**src/rtl/uc_lsu_pkg.sv**
```systemverilog
// uc_lsu_pkg: shared FSM state type, funct3 size/sign codes, access-kind encodings
// and the funct3 legality helper for the load/store unit.
package uc_lsu_pkg;

    typedef enum logic [1:0] {IDLE, LM_RD, EXT_WAIT} state_t;

    localparam logic [2:0] F3_B  = 3'b000;
    localparam logic [2:0] F3_H  = 3'b001;
    localparam logic [2:0] F3_W  = 3'b010;
    localparam logic [2:0] F3_BU = 3'b100;
    localparam logic [2:0] F3_HU = 3'b101;

    localparam logic [1:0] ACCESS_READ  = 2'd0;
    localparam logic [1:0] ACCESS_WRITE = 2'd1;
    localparam logic [1:0] ACCESS_CODE  = 2'd2;

    // Stores only reject the unsigned-variant codes; loads accept the five RV32I sizes.
    function automatic logic f3_legal(input logic we, input logic [2:0] f3);
        return we ? !f3[2]
                  : (f3 == F3_B || f3 == F3_H || f3 == F3_W || f3 == F3_BU || f3 == F3_HU);
    endfunction

endpackage

```
**src/rtl/uc_lsu_align.sv**
```systemverilog
// uc_lsu_align: combinational byte-lane logic.
// Ports: funct3/off select size and byte offset; wdata -> be + lane-replicated wrep;
// rdata -> rext, shifted down by the offset and sign/zero extended.
module uc_lsu_align
    import uc_lsu_pkg::*;
(
    input  logic [2:0]  funct3,
    input  logic [1:0]  off,
    input  logic [31:0] wdata,
    input  logic [31:0] rdata,
    output logic [3:0]  be,
    output logic [31:0] wrep,
    output logic [31:0] rext
);

    logic [31:0] sh;
    logic        sx;

    // Halfwords use the truncated alignment {off[1],0}, so misaligned halves stay in-word.
    assign be   = funct3[1] ? 4'b1111 : funct3[0] ? (4'b0011 << {off[1], 1'b0}) : (4'b0001 << off);
    assign wrep = funct3[1] ? wdata : funct3[0] ? {2{wdata[15:0]}} : {4{wdata[7:0]}};
    assign sh   = rdata >> {off, 3'b000};
    assign sx   = !funct3[2];
    assign rext = funct3[1] ? sh
                : funct3[0] ? {{16{sh[15] & sx}}, sh[15:0]}
                :             {{24{sh[7] & sx}}, sh[7:0]};

endmodule

```
**src/rtl/uc_lsu.sv**
```systemverilog
// uc_lsu: RV32I load/store unit routing valid/ready requests to local BRAM or an external bus.
// Ports: CLK/RST (sync, active-high); req_* request in, rsp_* one-cycle response out;
// lm_* BRAM data port (1-cycle read latency); ext_* external bus held until ext_ack.
// Build option: define UC_LSU_MISALIGN_TRAP_EN to turn misaligned halfword/word accesses
// into error responses instead of truncated-alignment accesses.
module uc_lsu
    import uc_lsu_pkg::*;
#(
    parameter int         LM_BITS     = 15,
    parameter logic [3:0] LM_TADDR    = 4'h1,
    parameter int         EXT_TIMEOUT = 255
) (
    input  logic                 CLK,
    input  logic                 RST,
    input  logic                 req_valid,
    output logic                 req_ready,
    input  logic                 req_we,
    input  logic [2:0]           req_funct3,
    input  logic [31:0]          req_addr,
    input  logic [31:0]          req_wdata,
    output logic                 rsp_valid,
    output logic [31:0]          rsp_rdata,
    output logic                 rsp_err,
    output logic [LM_BITS-3:0]   lm_addr,
    output logic [3:0]           lm_we,
    output logic [31:0]          lm_wdata,
    input  logic [31:0]          lm_rdata,
    output logic                 ext_valid,
    output logic                 ext_we,
    output logic [31:0]          ext_addr,
    output logic [3:0]           ext_be,
    output logic [31:0]          ext_wdata,
    input  logic                 ext_ack,
    input  logic [31:0]          ext_rdata
);

    state_t      state;
    logic [15:0] cnt;
    logic [1:0]  off;
    logic [2:0]  f3;
    logic        acc, is_lm, misal, bad;
    logic [3:0]  st_be, ld_be;
    logic [31:0] st_wrep, st_rext, ld_wrep, ld_rext;
    logic [67:0] unused;

`ifdef UC_LSU_MISALIGN_TRAP_EN
    assign misal = (req_funct3[1:0] == 2'b01 && req_addr[0]) || (req_funct3[1] && req_addr[1:0] != 2'b00);
`else
    assign misal = 1'b0;
`endif

    assign req_ready = state == IDLE;
    assign acc       = req_valid && req_ready;
    assign is_lm     = req_addr[31:28] == LM_TADDR;
    assign bad       = !f3_legal(req_we, req_funct3) || misal;
    assign lm_addr   = req_addr[LM_BITS-1:2];
    assign lm_wdata  = st_wrep;
    assign lm_we     = (acc && !RST && is_lm && req_we && !bad) ? st_be : 4'b0000;
    assign unused    = {ld_be, ld_wrep, st_rext};

    uc_lsu_align u_st (
        .funct3(req_funct3), .off(req_addr[1:0]), .wdata(req_wdata), .rdata(32'h0),
        .be(st_be), .wrep(st_wrep), .rext(st_rext)
    );

    // Load extraction works on the registered size/offset against whichever source answered.
    uc_lsu_align u_ld (
        .funct3(f3), .off(off), .wdata(32'h0), .rdata(state == LM_RD ? lm_rdata : ext_rdata),
        .be(ld_be), .wrep(ld_wrep), .rext(ld_rext)
    );

    always_ff @(posedge CLK) begin
        if (RST) begin
            state     <= IDLE;
            rsp_valid <= 1'b0;
            rsp_err   <= 1'b0;
            rsp_rdata <= 32'h0;
            ext_valid <= 1'b0;
            ext_we    <= 1'b0;
            ext_addr  <= 32'h0;
            ext_be    <= 4'h0;
            ext_wdata <= 32'h0;
            cnt       <= 16'h0;
            off       <= 2'b00;
            f3        <= 3'b000;
        end else begin
            rsp_valid <= 1'b0;
            case (state)
                IDLE: if (acc) begin
                    off <= req_addr[1:0];
                    f3  <= req_funct3;
                    if (bad || (is_lm && req_we)) begin
                        rsp_valid <= 1'b1;
                        rsp_err   <= bad;
                        rsp_rdata <= 32'h0;
                    end else if (is_lm) begin
                        state <= LM_RD;
                    end else begin
                        state     <= EXT_WAIT;
                        ext_valid <= 1'b1;
                        ext_we    <= req_we;
                        ext_addr  <= req_addr;
                        ext_be    <= st_be;
                        ext_wdata <= st_wrep;
                        cnt       <= 16'h0;
                    end
                end
                LM_RD: begin
                    state     <= IDLE;
                    rsp_valid <= 1'b1;
                    rsp_err   <= 1'b0;
                    rsp_rdata <= ld_rext;
                end
                EXT_WAIT: begin
                    // Ack wins over an expiring timeout in the same cycle.
                    if (ext_ack || cnt == 16'(EXT_TIMEOUT - 1)) begin
                        state     <= IDLE;
                        ext_valid <= 1'b0;
                        rsp_valid <= 1'b1;
                        rsp_err   <= !ext_ack;
                        rsp_rdata <= (ext_ack && !ext_we) ? ld_rext : 32'h0;
                    end else begin
                        cnt <= cnt + 16'd1;
                    end
                end
                default: state <= IDLE;
            endcase
        end
    end

endmodule

```
**config.mk**
```make
export PLATFORM = sky130hd
export DESIGN_NAME = uc_lsu
export DESIGN_NICKNAME = d
export VERILOG_FILES = /design/src/rtl/uc_lsu_pkg.sv /design/src/rtl/uc_lsu_align.sv /design/src/rtl/uc_lsu.sv
export SDC_FILE = /design/constraint.sdc
export NUM_CORES = 1
export LEC_CHECK = 0
export ABC_AREA = 0
export CORE_ASPECT_RATIO = 1.75
export CORE_UTILIZATION = 29
export CTS_CLUSTER_DIAMETER = 40
export CTS_CLUSTER_SIZE = 24
export DETAILED_ROUTE_END_ITERATION = 6
export PLACE_DENSITY = 0.66
export SKIP_CTS_REPAIR_TIMING = 1
export SLEW_MARGIN = 20
export SYNTH_ARGS = -nofsm -noshare
export SYNTH_HDL_FRONTEND = slang
export SYNTH_SLANG_ARGS = --single-unit
```
**constraint.sdc**
```tcl
create_clock -name CLK -period 4.1 [get_ports CLK]
set_input_delay 0.41 -clock CLK [delete_from_list [all_inputs] [get_ports CLK]]
set_output_delay 0.41 -clock CLK [all_outputs]
set_load 0.01 [all_outputs]
```
==> flow_summary.ini, run 1 <==
[floorplanning]
die_area_um2 = 22800
die_height_um = 199
num_io_pins = 290
placement_rows = 71
design.core.area_um2 = 21600
fp.dieW_um = 115
initial_core_util = 0.298

[route]
drt-initial-drc-count = 303
drc = 0
ant_nets = 0
wl_mm = 23.0
routed_wire_length_per_instance_um = 17.5
route.detailed.vias_per_inst = 4.97
drtPass1Iterations = 4
routed-via-count = 6518

[sta]
rsz0062_at_grt = no
fmaxAchievable_mhz = 294
timing_hold_violations_final = 0
report.final.slew_viol_count = 0
timing.final.setup_violations = 0
least_margin_pin_slew_ns = 0.815
slew_headroom = 0.456
finalWorstPathRequiredPeriod_ns = 3.40
timing.setup.tns_ns = 0
fin_worst_skew_ns = 0.0104
fin_hold_ws_ns = 0.451
setup_slack_ns = 0.702
layout_worst_path_cycle_share = 0.829

[clock_network]
cts.root.buffer_cell = sky130_fd_sc_hd__clkbuf_16
cts_inserted_buffers = 17
cts_max_level = 4
tritoncts = built
clk_path_buf_depth = 2
clock_sinks = 127
clk-insertion-delay-late_ns = 0.42
path_clk_slew_ns = 0.06

[power]
vdd_ir_drop_max_uv = 255
power_per_cell_area_nw_per_um2 = 352
post-layout-total-power_w = 0.00350
total_leakage_power_nw = 3.40

[global_route]
grt.overflow.total = 0
first_global_vias = 6462
antenna_found_initial = 0
grt_first_pass_wirelength_mm = 34.7
maximum_number_of_pins_on_one_net_before_global_route_repair = 74
grtUsageTotal = 0.200

[finish]
layout.nets = 1148
layout-drive-gt1-share = 0.0981
layout.cells.non_filler = 1311
antennaDiodeCount = 0
flow.area_growth_from_synthesis_pct = 54.5

[placement]
hpwl_after_dpl_mm = 17.4
dp_worst_setup_slack_ns = 0.637
io_buffers = 289
dp_cells = 1279
globalplace.congestion = 0.886

[worst_hold_path]
min-delay-path-class = reg2reg
beginning_of_the_worst_hold_path = ext_addr[24]
worstHoldPathCells = 2
hold-path-endpoint = ext_addr[24]

[synthesis]
synth_xor_area_frac = 0
synth_seq_cells = 127
synthMuxAreaShare = 0.126
main_combinational_cell_family_by_area_after_synthesis = simple AND/OR/NAND/NOR gates
post_synth_fa_ha_maj_area_fraction = 0.0117
synth_flop_cell = sky130_fd_sc_hd__dfxtp_1
syn_nets = 909
synthSimpleGateAreaFrac = 0.198
netlist_area_um2 = 6430
synthesis.area_per_instance_um2 = 8.39
seq_area_frac_synth = 0.395
postSynthCellCount = 767
async_reset_ff_frac = 0
synth-edff-count = 0
compound_gate_portion_of_the_synthesized_area = 0.197
synth_cell_types = 56
synth_warnings = 0

[critical_path]
worstSetupPathType = in2out
critical_path_required_ns = 3.69
cp-end-kind = output pin
critical_path.max_fanout = 4
worst-r2r-setup-slack_ns = 1.39
worst_setup_path_start_kind = input port
timing.reg2reg.worst_path_depth = 9
worstReg2RegStart = state[1]
r2r-end = rsp_rdata[29]
worst-endpoint-arrival_ns = 2.99

[status]
run_status = finished, final reports clean

[job]
number_of_max_capacitance_violations_reported = 0
==> cells in the mapped netlist, drive strengths merged (6+ instances only) <==
cell,instances,area [um2]
o21ai,53,265
ha,6,75.1
mux2i,26,260
a22o,8,70.1
dfxtp,127,2540
or4,15,116
a21oi,88,444
nand4b,8,70.1
mux4,8,180
o31ai,12,90.1
nor2,40,150
mux2,33,372
o221ai,7,61.3
inv,9,33.8
nand2,149,559
nor3,19,100
clkbuf,33,125
buf,48,304
nand3,8,40.0
a32o,15,150
nand2b,7,43.8
==> metrics by stage <==
step,cell area [um2],util
after floorplan,6430,-
after global placement,9370,0.434
after detailed placement,9370,0.434
after CTS,9930,0.460
after global routing,9940,0.460
final,9940,0.460
==> logic make-up (layout without fill, tap and decap cells) <==
logic type	count (synthesis)	after routing
multiplexers	67	67
AND/OR/NAND/NOR	271	271
AO/OA/AOI/OAI	206	206
adder cells (fa/ha/maj)	6	6
flip-flops	127	127
buffers and inverters	90	342
==> layer usage <==
layer  vias up  GRT usage  part of all wire
li1       3201          -                 -
met1      3011      0.201              0.36
met2       272      0.374              0.53
met3        34     0.0542             0.079
met4         0     0.0972             0.031
met5         -          0                 0
==> registers in the layout, indices dropped and copies added, names as in the netlist <==
name,cells
rsp_err,1
cnt,16
state,2
ext_valid,1
ext_be,4
ext_we,1
rsp_valid,1
ext_addr,32
off,2
ext_wdata,32
f3,3
rsp_rdata,32
==> cell type report <==
cell class	instances	area (um2)
Fill cell	2174	11600
Multi-Input combinational cell	550	3440
Timing Repair Buffer	301	2990
Sequential cell	127	2540
Clock buffer	18	429
Tap cell	292	365
Clock inverter	14	134
Inverter	9	33.8
==> worst max path at each step <==
stage	depth (start not counted)	end	from
after floorplan	4	lm_we[0]	req_addr[29]
after global placement	6	lm_we[0]	req_addr[29]
after detailed placement	6	lm_we[0]	req_addr[29]
after CTS	6	lm_we[0]	req_addr[29]
after global routing	6	lm_we[0]	req_addr[30]
final	6	lm_we[0]	req_addr[30]
==> layout by cell type, fill, tap and decap left out, types with 14 or more instances in the layout <==
master / count
sky130_fd_sc_hd__a32o_1: 15
sky130_fd_sc_hd__dfxtp_1: 127
sky130_fd_sc_hd__nand2_1: 148
sky130_fd_sc_hd__or4_1: 14
sky130_fd_sc_hd__mux2i_1: 26
sky130_fd_sc_hd__clkdlybuf4s50_1: 288
sky130_fd_sc_hd__nor3_1: 18
sky130_fd_sc_hd__o21ai_0: 51
sky130_fd_sc_hd__clkbuf_16: 17
sky130_fd_sc_hd__nor2_1: 40
sky130_fd_sc_hd__a21oi_1: 87
sky130_fd_sc_hd__mux2_2: 33
==> worst max-delay path, stage by stage <==
cell and delay [ns]:
sky130_fd_sc_hd__clkdlybuf4s50_1 0.45, sky130_fd_sc_hd__nor4b_2 0.50, sky130_fd_sc_hd__nand2_1 0.12, sky130_fd_sc_hd__or4_1 0.60
sky130_fd_sc_hd__nor2_1 0.29, sky130_fd_sc_hd__clkdlybuf4s50_1 0.60
==> where the power goes <==
| group | switching, W | total, W | internal, W |
|---|---|---|---|
| registers | 0.0000366 | 0.00133 | 0.00129 |
| clock network | 0.000593 | 0.00144 | 0.000842 |
| logic | 0.000361 | 0.000734 | 0.000373 |
| total | 0.000991 | 0.00350 | 0.00251 |
Power figures use the tool's default switching activity.
==> inputs of run 2 (changes only) <==
clock period = 3.3 ns   (was 4.1 ns; I/O delays follow)
==> flow_summary.ini, run 2 (same netlist as run 1, synthesis figures left out) <==
[status]
run_status = finished, final reports clean

[sta]
rsz0062_at_grt = no
least_margin_pin_slew_ns = 0.830
finalWorstPathRequiredPeriod_ns = 3.13
fmaxAchievable_mhz = 319
slew_headroom = 0.446
report.final.slew_viol_count = 0
fin_worst_skew_ns = 0.00594
timing.final.setup_violations = 0
timing_hold_violations_final = 0
layout_worst_path_cycle_share = 0.950
fin_hold_ws_ns = 0.401

[placement]
globalplace.congestion = 0.846
hpwl_after_dpl_mm = 17.5
io_buffers = 289
dp_cells = 1290

[critical_path]
worst-endpoint-arrival_ns = 2.80
cp-end-kind = output pin
timing.reg2reg.worst_path_depth = 7
worstReg2RegStart = state[1]
worst-r2r-setup-slack_ns = 0.83
path_cells = clkdlybuf4s50_1, nor4b_4, nand2_1, or4_1, buf_4, nor2_1, clkdlybuf4s50_1
worst_setup_path_start_kind = input port
r2r-end = rsp_rdata[16]
critical_path.max_fanout = 4
crit_family = simple AND/OR/NAND/NOR gates
worstSetupPathType = in2out
critical_path.most_common_cell = sky130_fd_sc_hd__clkdlybuf4s50_1
critical_path_required_ns = 2.97
critical-path-max-stage-delay_ns = 0.57
slowest_stage = sky130_fd_sc_hd__clkdlybuf4s50_1
crit_buf_inv = 3

[floorplanning]
initial_core_util = 0.298
die_area_um2 = 22800
placement_rows = 71
num_io_pins = 290
fp.dieW_um = 115
die_height_um = 199
design.core.area_um2 = 21600

[finish]
layout-drive-gt1-share = 0.108
layout.cells.non_filler = 1320
multiInputGateArea_um2 = 3450
most_common_cell_after_layout_fill_and_taps_aside = sky130_fd_sc_hd__clkdlybuf4s50_1
antennaDiodeCount = 0
reg.largest.list = ext_addr (32), ext_wdata (32), rsp_rdata (32)
register_area_um2 = 2540
flow.area_growth_from_synthesis_pct = 56.3
mostFrequentLayoutCells = sky130_fd_sc_hd__clkdlybuf4s50_1, sky130_fd_sc_hd__nand2_1, sky130_fd_sc_hd__dfxtp_1
fillCellCount = 2098
layout.nets = 1159

[route]
drt-initial-drc-count = 312
routed_wire_length_per_instance_um = 17.4
drc = 0
drtPass1Iterations = 5
routed-via-count = 6614
ant_nets = 0
wl_mm = 23.0
route.detailed.vias_per_inst = 5.01

[global_route]
grtUsageTotal = 0.198
antenna_found_initial = 0
first_global_vias = 6301
grt_first_pass_wirelength_mm = 33.8
grt.overflow.total = 0
maximum_number_of_pins_on_one_net_before_global_route_repair = 74

[clock_network]
cts_max_level = 4
path_clk_slew_ns = 0.06
cts_inserted_buffers = 17
tritoncts = built
clk-insertion-delay-late_ns = 0.42
clk_path_buf_depth = 2
cts.root.buffer_cell = sky130_fd_sc_hd__clkbuf_16
clock_sinks = 127

[power]
total_leakage_power_nw = 3.46
vdd_ir_drop_max_uv = 299
power_per_cell_area_nw_per_um2 = 442

[job]
number_of_max_capacitance_violations_reported = 0

[worst_hold_path]
beginning_of_the_worst_hold_path = RST
hold-path-endpoint = ext_addr[16]
min-delay-path-class = in2reg
worstHoldPathCells = 2
## run 2: cell count changes in the layout (fill, tap and decap cells not counted)
cell,previous run,this run
sky130_fd_sc_hd__buf_4,12,23
sky130_fd_sc_hd__bufinv_16,1,3
sky130_fd_sc_hd__clkbuf_1,1,0
sky130_fd_sc_hd__clkbuf_8,0,1
sky130_fd_sc_hd__clkinv_2,2,5
sky130_fd_sc_hd__clkinv_4,3,0
sky130_fd_sc_hd__ha_1,5,4
sky130_fd_sc_hd__ha_2,1,2
sky130_fd_sc_hd__inv_6,3,0
sky130_fd_sc_hd__inv_8,1,0
sky130_fd_sc_hd__nor4b_2,1,0
sky130_fd_sc_hd__nor4b_4,0,1
## run 2: metal layers
| metal | vias up | part of all wire | track usage |
|---|---|---|---|
| met5 | - | 0 | 0 |
| met4 | 0 | 0.033 | 0.106 |
| met3 | 33 | 0.076 | 0.0530 |
| met2 | 282 | 0.52 | 0.365 |
| met1 | 3073 | 0.37 | 0.201 |
| li1 | 3226 | - | - |
## run 2: worst max path at each step
stage / cells after the start / slack (ns) / endpoint / from
2_1_floorplan: 8 / 1.21 / cnt[11] / state[0]
3_3_place_gp: 6 / 0.03 / lm_we[0] / req_addr[29]
3_5_place_dp: 6 / 0.02 / lm_we[0] / req_addr[29]
4_1_cts: 6 / -0.0003 / lm_we[0] / req_addr[29]
5_1_grt: 7 / 0.08 / lm_we[3] / req_addr[29]
6_report: 7 / 0.17 / lm_we[3] / req_addr[29]
## run 2: power breakdown
group | leakage, nW | switching (W) | internal (W)
combinational | 2.15 | 0.000451 | 0.000475
sequential | 1.03 | 0.0000456 | 0.00160
clock | 0.279 | 0.000683 | 0.00119
## run 2: final cells by class
class | instances | share of cell area
clock inverters | 12 | 0.0144
clock buffers | 18 | 0.0437
inverters | 9 | 0.00336
well taps | 292 | 0.0363
flip-flops and latches | 127 | 0.253
repair buffers | 312 | 0.306
multi-input cells | 550 | 0.343
## run 2: through the flow
step | setup slack, ns | instance area [um2] | TNS, ns | power (W) | utilization
3_3_place_gp | 0.0322 | 9450 | 0 | 0.00260 | 0.438
5_1_grt | 0.0817 | 10100 | 0 | 0.00466 | 0.466
4_1_cts | -0.000349 | 10000 | -0.000349 | 0.00451 | 0.465
2_1_floorplan | 1.21 | 6430 | 0 | 0.00211 | -
6_report | 0.166 | 10100 | 0 | 0.00445 | 0.466
3_5_place_dp | 0.0174 | 9460 | 0 | 0.00261 | 0.438
==> inputs of run 3 (changes only) <==
PLACE_DENSITY = not set   (was 0.66)
SYNTH_HIERARCHICAL = 1   (was not set)
==> flow_summary.ini, run 3 <==
[status]
run_status = finished, final reports clean

[route]
drt-met1-wl_mm = 9.22
routed_wire_length_per_instance_um = 16.6
routed.top_layer = met4
drt-initial-drc-count = 288
routed-wl-met3_mm = 1.37
drc = 0
drtPass1Iterations = 4
met2_wirelength_mm = 12.4
route.detailed.vias_per_inst = 4.79
wl_mm = 23.4
ant_nets = 0
routed-via-count = 6741

[critical_path]
cp-end-kind = output pin
r2r-end = rsp_rdata[15]
worstSetupPathType = reg2out
critPathLaunch = state[0]
worst-r2r-setup-slack_ns = 0.68
worstReg2RegStart = state[1]
critical_path.max_fanout = 7
critical_path_required_ns = 2.97
timing.reg2reg.worst_path_depth = 8
worst-endpoint-arrival_ns = 2.62
worst_setup_path_start_kind = flip-flop

[finish]
antennaDiodeCount = 0
layout-drive-gt1-share = 0.124
fillCellCount = 2393
multiInputGateArea_um2 = 3880
mostFrequentLayoutCells = sky130_fd_sc_hd__clkdlybuf4s50_1, sky130_fd_sc_hd__nand2_1, sky130_fd_sc_hd__dfxtp_1
register_area_um2 = 2540
layout.nets = 1232
most_common_cell_after_layout_fill_and_taps_aside = sky130_fd_sc_hd__clkdlybuf4s50_1
flow.area_growth_from_synthesis_pct = 51.0
reg.largest.list = ext_addr (32), ext_wdata (32), rsp_rdata (32)

[sta]
fmaxAchievable_mhz = 339
finalWorstPathRequiredPeriod_ns = 2.95
rsz0062_at_grt = no
least_margin_pin_slew_ns = 0.702
setup_slack_ns = 0.353
timing.final.setup_violations = 0
report.final.slew_viol_count = 0
fin_hold_ws_ns = 0.418
fin_worst_skew_ns = 0.0110
timing_hold_violations_final = 0
layout_worst_path_cycle_share = 0.893
slew_headroom = 0.532
timing.setup.tns_ns = 0

[placement]
dp_worst_setup_slack_ns = 0.353
globalplace.congestion = 0.852
io_buffers = 289
hpwl_after_dpl_mm = 17.2

[job]
number_of_max_capacitance_violations_reported = 0

[clock_network]
cts_inserted_buffers = 17
cts.root.buffer_cell = sky130_fd_sc_hd__clkbuf_16
clk_path_buf_depth = 2
cts_max_level = 4
clock_sinks = 127
tritoncts = built
clk-insertion-delay-late_ns = 0.43
path_clk_slew_ns = 0.06

[floorplanning]
design.core.area_um2 = 23400
die_height_um = 207
num_io_pins = 290
fp.dieW_um = 119
placement_rows = 74
die_area_um2 = 24600
initial_core_util = 0.297

[worst_hold_path]
worstHoldPathCells = 2
beginning_of_the_worst_hold_path = RST
min-delay-path-class = in2reg
hold-path-endpoint = ext_addr[9]

[power]
post-layout-total-power_w = 0.00466
vdd_ir_drop_max_uv = 328
total_leakage_power_nw = 3.80
power_per_cell_area_nw_per_um2 = 444

[global_route]
antenna_found_initial = 0
grt.overflow.total = 0
grtUsageTotal = 0.189
maximum_number_of_pins_on_one_net_before_global_route_repair = 56
first_global_vias = 6594
grt_first_pass_wirelength_mm = 35.8

[synthesis]
synth_warnings = 6
synthesis.area_per_instance_um2 = 8.09
syn_nets = 1002
postSynthCellCount = 860
netlist_area_um2 = 6960
run 3: worst max path at each step:
stage / to / slack (ns) / depth (start not counted)
after CTS: lm_we[2] / 0.33 / 7
after global routing: lm_we[1] / 0.13 / 7
after global placement: lm_we[3] / 0.37 / 5
final: lm_we[2] / 0.35 / 7
after floorplan: rsp_rdata[15] / 0.72 / 10
after detailed placement: lm_we[2] / 0.35 / 5
run 3: layout make-up:
| cell class | instances | share of cell area |
|---|---|---|
| well taps | 304 | 0.0362 |
| repair buffers | 304 | 0.287 |
| clock buffers | 21 | 0.0438 |
| flip-flops and latches | 127 | 0.242 |
| clock inverters | 11 | 0.0177 |
| inverters | 10 | 0.00357 |
| multi-input cells | 630 | 0.370 |
run 3: worst max-delay path, cell delays in order, from the launching register on:
cell,delay (ns)
sky130_fd_sc_hd__dfxtp_1,0.32
sky130_fd_sc_hd__inv_1,0.10
sky130_fd_sc_hd__ha_1,0.33
sky130_fd_sc_hd__and2_1,0.33
sky130_fd_sc_hd__nand3b_1,0.14
sky130_fd_sc_hd__nor3_1,0.26
sky130_fd_sc_hd__and2_1,0.18
sky130_fd_sc_hd__clkdlybuf4s50_1,0.54
run 3: layer usage:
layer	GRT usage	vias up
met4	0.0710	0
li1	-	3381
met2	0.349	201
met3	0.0508	18
met5	0	-
met1	0.203	3141
run 3: stage by stage:
stage                     std cells   util  area, um2
after floorplan                 860      -       6960
after global placement         1375  0.421       9850
after detailed placement       1375  0.421       9850
after CTS                      1407  0.448      10500
after global routing           1407  0.448      10500
final                          1407  0.448      10500
run 3: where the power goes:
part | switching [W] | leakage, nW | total, W | internal, W
Clock | 0.000708 | 0.317 | 0.00208 | 0.00138
Combinational | 0.000455 | 2.45 | 0.000949 | 0.000493
Sequential | 0.0000374 | 1.03 | 0.00163 | 0.00159
